<file path="src/rtl/bf_uart_loader.sv">
// Runtime brainfuck program loader: filters UART bytes to opcodes, writes them to
// program RAM with a trailing END word, and holds the core in reset until a clean load.
module bf_uart_loader #(
    parameter int             PROG_ADDR_WIDTH = 8,
    parameter int             PROG_DATA_WIDTH = 4,
    parameter int             NEST_WIDTH      = 8,
    parameter logic [7:0]     END_CHAR        = 8'h21,
    parameter logic [3:0]     END_OPCODE      = 4'h8
) (
    input  logic                       clk,
    input  logic                       rst,
    input  logic                       load_req,
    input  logic [7:0]                 rx_data,
    input  logic                       rx_valid,
    output logic                       rx_ready,
    output logic [PROG_ADDR_WIDTH-1:0] prog_wr_addr,
    output logic [PROG_DATA_WIDTH-1:0] prog_wr_data,
    output logic                       prog_wr_en,
    output logic                       core_rst,
    output logic                       rx_sel,
    output logic [PROG_ADDR_WIDTH-1:0] prog_len,
    output logic                       err_bracket,
    output logic                       err_overflow
);

    typedef enum logic [1:0] {
        RUN    = 2'd0,
        LOAD   = 2'd1,
        FINISH = 2'd2,
        ERROR  = 2'd3
    } state_t;

    localparam logic [PROG_ADDR_WIDTH-1:0] ADDR_MAX = '1;
    localparam logic [NEST_WIDTH-1:0]      DEPTH_MAX = '1;
    localparam logic [PROG_DATA_WIDTH-1:0] END_WORD = PROG_DATA_WIDTH'(END_OPCODE);

    state_t                     state_q, state_d;
    logic [PROG_ADDR_WIDTH-1:0] addr_q, addr_d;
    logic [NEST_WIDTH-1:0]      depth_q, depth_d;
    logic                       wr_en_q, wr_en_d;
    logic [PROG_ADDR_WIDTH-1:0] wr_addr_q, wr_addr_d;
    logic [PROG_DATA_WIDTH-1:0] wr_data_q, wr_data_d;
    logic [PROG_ADDR_WIDTH-1:0] prog_len_q, prog_len_d;
    logic                       err_bracket_q, err_bracket_d;
    logic                       err_overflow_q, err_overflow_d;

    logic       is_op;
    logic [2:0] op;
    logic       accept;

    always_comb begin
        is_op = 1'b1;
        op    = 3'd0;
        case (rx_data)
            8'h3E:   op = 3'd0;
            8'h3C:   op = 3'd1;
            8'h2B:   op = 3'd2;
            8'h2D:   op = 3'd3;
            8'h2E:   op = 3'd4;
            8'h2C:   op = 3'd5;
            8'h5B:   op = 3'd6;
            8'h5D:   op = 3'd7;
            default: is_op = 1'b0;
        endcase
    end

    assign rx_ready = (state_q == LOAD);
    assign accept   = rx_valid && rx_ready;

    always_comb begin
        state_d        = state_q;
        addr_d         = addr_q;
        depth_d        = depth_q;
        wr_en_d        = 1'b0;
        wr_addr_d      = wr_addr_q;
        wr_data_d      = wr_data_q;
        prog_len_d     = prog_len_q;
        err_bracket_d  = err_bracket_q;
        err_overflow_d = err_overflow_q;

        case (state_q)
            RUN, ERROR: begin
                if (load_req) begin
                    state_d        = LOAD;
                    addr_d         = '0;
                    depth_d        = '0;
                    err_bracket_d  = 1'b0;
                    err_overflow_d = 1'b0;
                end
            end
            LOAD: begin
                // A restart wins over any byte presented in the same cycle
                if (load_req) begin
                    addr_d         = '0;
                    depth_d        = '0;
                    err_bracket_d  = 1'b0;
                    err_overflow_d = 1'b0;
                end else if (accept) begin
                    if (rx_data == END_CHAR) begin
                        wr_en_d    = 1'b1;
                        wr_addr_d  = addr_q;
                        wr_data_d  = END_WORD;
                        prog_len_d = addr_q;
                        if (depth_q != '0) begin
                            err_bracket_d = 1'b1;
                            state_d       = ERROR;
                        end else begin
                            state_d = FINISH;
                        end
                    end else if (is_op) begin
                        if ((op == 3'd6 && depth_q == DEPTH_MAX) ||
                            (op == 3'd7 && depth_q == '0)) begin
                            err_bracket_d = 1'b1;
                            state_d       = ERROR;
                        end else if (addr_q == ADDR_MAX) begin
                            // Last location is reserved, so terminate the image here
                            wr_en_d        = 1'b1;
                            wr_addr_d      = addr_q;
                            wr_data_d      = END_WORD;
                            prog_len_d     = ADDR_MAX;
                            err_overflow_d = 1'b1;
                            state_d        = ERROR;
                        end else begin
                            wr_en_d   = 1'b1;
                            wr_addr_d = addr_q;
                            wr_data_d = PROG_DATA_WIDTH'(op);
                            addr_d    = addr_q + PROG_ADDR_WIDTH'(1);
                            if (op == 3'd6) begin
                                depth_d = depth_q + NEST_WIDTH'(1);
                            end else if (op == 3'd7) begin
                                depth_d = depth_q - NEST_WIDTH'(1);
                            end
                        end
                    end
                end
            end
            FINISH: begin
                state_d = RUN;
            end
            default: begin
                state_d = RUN;
            end
        endcase
    end

    always_ff @(posedge clk or negedge rst) begin
        if (!rst) begin
            state_q        <= RUN;
            addr_q         <= '0;
            depth_q        <= '0;
            wr_en_q        <= 1'b0;
            wr_addr_q      <= '0;
            wr_data_q      <= '0;
            prog_len_q     <= '0;
            err_bracket_q  <= 1'b0;
            err_overflow_q <= 1'b0;
        end else begin
            state_q        <= state_d;
            addr_q         <= addr_d;
            depth_q        <= depth_d;
            wr_en_q        <= wr_en_d;
            wr_addr_q      <= wr_addr_d;
            wr_data_q      <= wr_data_d;
            prog_len_q     <= prog_len_d;
            err_bracket_q  <= err_bracket_d;
            err_overflow_q <= err_overflow_d;
        end
    end

    assign prog_wr_en   = wr_en_q;
    assign prog_wr_addr = wr_addr_q;
    assign prog_wr_data = wr_data_q;
    assign prog_len     = prog_len_q;
    assign err_bracket  = err_bracket_q;
    assign err_overflow = err_overflow_q;
    assign core_rst     = (state_q != RUN);
    assign rx_sel       = core_rst;

endmodule

</file>
<file path="config.mk">
export PLATFORM = sky130hd
export DESIGN_NAME = bf_uart_loader
export DESIGN_NICKNAME = d
export VERILOG_FILES = /design/src/rtl/bf_uart_loader.sv
export SDC_FILE = /design/constraint.sdc
export NUM_CORES = 1
export LEC_CHECK = 0
export CELL_PAD_IN_SITES_DETAIL_PLACEMENT = 0
export CELL_PAD_IN_SITES_GLOBAL_PLACEMENT = 1
export CORE_MARGIN = 2
export CORE_UTILIZATION = 38
export DETAILED_ROUTE_END_ITERATION = 10
export PLACE_DENSITY_LB_ADDON = 0.25
export SETUP_SLACK_MARGIN = 0.02
export SYNTH_ARGS = -nofsm -noshare
export SYNTH_HDL_FRONTEND = slang
export SYNTH_SLANG_ARGS = --single-unit
</file>
<file path="constraint.sdc">
create_clock -name clk -period 2.3 [get_ports clk]
set_input_delay 0.46 -clock clk [delete_from_list [all_inputs] [get_ports clk]]
set_output_delay 0.46 -clock clk [all_outputs]
set_load 0.02 [all_outputs]
</file>
==> summary.txt <==
Die
  • Number of core rows: 29
  • Die Ht: approximately 84 um
  • Total core area: 0.006277 mm2
  • Initial Util: roughly two fifths
  • I/O pins: 38
  • Die X: around 84 um
  • Die area: ~0.0071 mm2

Worst setup path
  • Worst EP arrival: 2700 ps
  • Critical path class: primary input to flop
  • Crit end category: flop
  • Critical path origin: rx_data[7]
  • Flop2flop setup slack: between 150 and 200 ps
  • Setup crit end: depth_q[7]
  • Worst Setup Start Kind: primary input
  • Worst flop-to-flop path endpoint: depth_q[7]
  • Worst R2R Path Depth: 7
  • FF-to-FF Start: addr_q[4]
  • Slowest stage delay, CP: 420 ps
  • Worst path cell trace: buf_6 > nand4bb_4 > nor4b_4 > inv_2 > ha_4 > a21oi_4 > o211ai_1 > o41ai_2 > xnor2_1 > or4_1 > nand3_1
  • Slowest cell on crit path: or4_1
  • WP data required: between 2000 and 3000 ps
  • CP Max Fanout: 5

GRT
  • Largest net degree at the start of global routing: 27
  • GRT Util Overall: between 10% and 20%
  • First-pass GRT wire length: 10,820 um
  • Total congestion overflow: 0
  • Initial antenna violation count: 0
  • Vias in the first global route: 2,358

Layout
  • Fillers: between 500 and 600
  • Layout cell share with drive strength beyond 1: 37.54%
  • Area grow syn2layout: 54.77%
  • Fin cells: approximately 430
  • Fin util: approximately 60%
  • ANT cells: 0
  • Final nets: 381

Clock network
  • Total CTS buffers: 5
  • Htree depth: 2
  • Clock root buffer: clkbuf_8
  • Clock Tree Buf Depth: 2
  • Clk_lat worst skew: 290 ps
  • Reg clk slew, reported paths: 70 ps
  • Total clock sinks: between 40 and 50
  • TritonCTS clock tree: done

STA
  • Clk_skew: 3.616 ps
  • Tcrit/Tclk final: 107.3%
  • Finish-stage setup viols: 2
  • Slew margin rel.: a little over three fifths
  • Max Slew Vio Count: 0
  • Hold slack final: 148.1 ps
  • Final hold violations: 0
  • Worst-margin pin slew: ~560 ps
  • Unrepaired setup endpoints after global routing: yes
  • Post-route setup slack: -168.6 ps
  • Min Tclk post-route: about 2500 ps
  • Peak Freq: 405.1 MHz

Place
  • Pre-CTS WS: -885.6 ps
  • Dpl cells: about 410
  • Port bufs: 37
  • Hpwl dp: ~4600 um
  • RD Place Congestion: slightly above 0.8

Hold path
  • Hold WC Path Type: primary input to asynchronous set/reset pin

Synthesis
  • Mapped Cells: approximately 240
  • FF+latch count, synth: 41
  • Synthesized area: between 0.002 and 0.0025 mm2
  • Synth top area cells: dfrtp_1, ha_1, nand2_1
  • Main synth FF type: dfrtp_1
  • Mapped Nets: 265
  • Synth warn: 0
  • Cell taking the most area after synthesis: dfrtp_1
  • Post-synthesis async set-or-reset flop share: 100.0%
  • Post-synth top area share: approximately two fifths
  • Number of enable flip-flop cells after synthesis: 0
  • Most instantiated library cell after synthesis: dfrtp_1
  • Unique masters post-synth: 56
  • Post-synth top cells: dfrtp_1, nand2_1, nor2_1
  • Register area share after synthesis: a little over two fifths
  • Mean post-synth cell area: between 10 and 15 um2

Power
  • VDD IR-drop max: 0.5170 mV
  • Pwr dens: 502.8 mW/mm2
  • Seq pwr share: between 40% and 50%
  • P_leak: between 1.5 and 2 nW
  • Clock share of power: between 20% and 30%
  • Switching part of the total: approximately 30%
  • Switching power: approximately 0.57 mW
  • Combinational power share: between 30% and 40%
  • Internal cell power: approximately 1.3 mW

Drt
  • Final wirelength: between 6000 and 7000 um
  • Initial DRC count: 119
  • Detail Route Antenna Nets: 0
  • Pre-antenna DRT Iters: 4
  • Vias: 2,314
  • DR WL/cell: ~14 um
  • DRC: 0
  • Via density: approximately 5.3

Status
  • Outcome: finished with violations
  • Failing checks: negative setup slack

Run
  • Max-cap violations: 0
[power by group through the flow]
stage,clock network [mW],registers (mW),logic [mW]
CTS,0.572,0.768,0.569
floorplan,0,0.798,0.286
finish,0.554,0.769,0.585
global placement,0,0.781,0.559
global route,0.603,0.772,0.639
detailed placement,0,0.784,0.561
[worst min path at each step]
stage | start | endpoint | slack, ps | cells after the start
2_1_floorplan | rst | addr_q[0] | 160 | 0
3_3_place_gp | prog_wr_addr[1] | prog_wr_addr[1] | 470 | 1
3_5_place_dp | prog_wr_addr[3] | prog_wr_addr[3] | 470 | 1
4_1_cts | rst | prog_len[4] | 160 | 1
5_1_grt | rst | prog_len[4] | 180 | 1
6_report | rst | prog_wr_addr[4] | 150 | 1
[state kept, by name, indices dropped and copies added (netlist names), 2 cells and up]
signal	flops
addr_q	8
depth_q	8
state_q	2
prog_wr_data	4
prog_len	8
prog_wr_addr	8
[placed cells by master, fill, tap and decap left out, types with 4 or more instances in the layout]
| cell | instances |
|---|---|
| o21ai_0 | 4 |
| buf_4 | 78 |
| or3_1 | 7 |
| nor2_1 | 11 |
| clkdlybuf4s50_1 | 28 |
| a22o_1 | 4 |
| a21oi_1 | 4 |
| nand4_1 | 5 |
| a21o_1 | 4 |
| o22a_1 | 9 |
| dfrtp_1 | 41 |
| xnor2_1 | 5 |
| clkbuf_8 | 5 |
| mux2_2 | 5 |
| ha_1 | 6 |
| o21a_1 | 5 |
| nand2b_1 | 4 |
| buf_6 | 5 |
| inv_1 | 10 |
| ha_4 | 4 |
| o311ai_0 | 5 |
| nand3_1 | 6 |
| mux2_1 | 7 |
| nor3_1 | 8 |
| nand2_1 | 22 |
[what timing repair did]
item,in CTS,in global routing
endpoints found under the setup margin,41,40
gates resized for setup,33,23
pin swaps,11,17
endpoints found under the hold margin,0,0
buffers inserted,9,8
hold buffers,0,0
[layout make-up]
type                       count  area [um2]  area share, %
timing repair buffer         119       996.0          26.25
multi-input combinational    179        1530          40.34
sequential                    41        1026          27.04
tap                           77       96.34          2.540
clock buffer                   5       68.82          1.814
inverter                      11       41.29          1.088
clock inverter                 2       35.03         0.9235
[cell families (layout without fill, tap and decap cells)]
group	count (synthesis)	count (layout)	share of synthesized area, %
buf+inv	21	137	3.471
xor+xnor	5	5	1.787
flops	41	41	41.86
simple gates	87	87	19.70
compound gates	62	62	20.83
mux	13	13	5.921
fa+ha+maj	12	12	6.432
[critical path, delay by kind of cell]
| family | cells | cell delay (ps) |
|---|---|---|
| and+or+nand+nor | 4 | 1080 |
| AOI/OAI and AO/OA | 3 | 550 |
| buffers and inverters | 2 | 250 |
| adders and majority gates | 1 | 240 |
| xor gates and xnor gates | 1 | 120 |
[stage by stage]
step	setup TNS (ps)	instance area (um2)	power [mW]
6_report	-320.5	3794	1.907
5_1_grt	-618.4	3794	2.014
4_1_cts	-524.1	3656	1.909
3_5_place_dp	-27950	3435	1.345
3_3_place_gp	-26950	3435	1.340
2_1_floorplan	-731.4	2521	1.084
[layer usage]
| layer | part of all wire (%) | GRT usage (%) |
|---|---|---|
| met5 | 0 | 0 |
| met4 | 1.2 | 5.425 |
| met3 | 3.6 | 4.425 |
| met2 | 50 | 31.39 |
| met1 | 45 | 23.80 |
(Power assumes the default switching activity.)
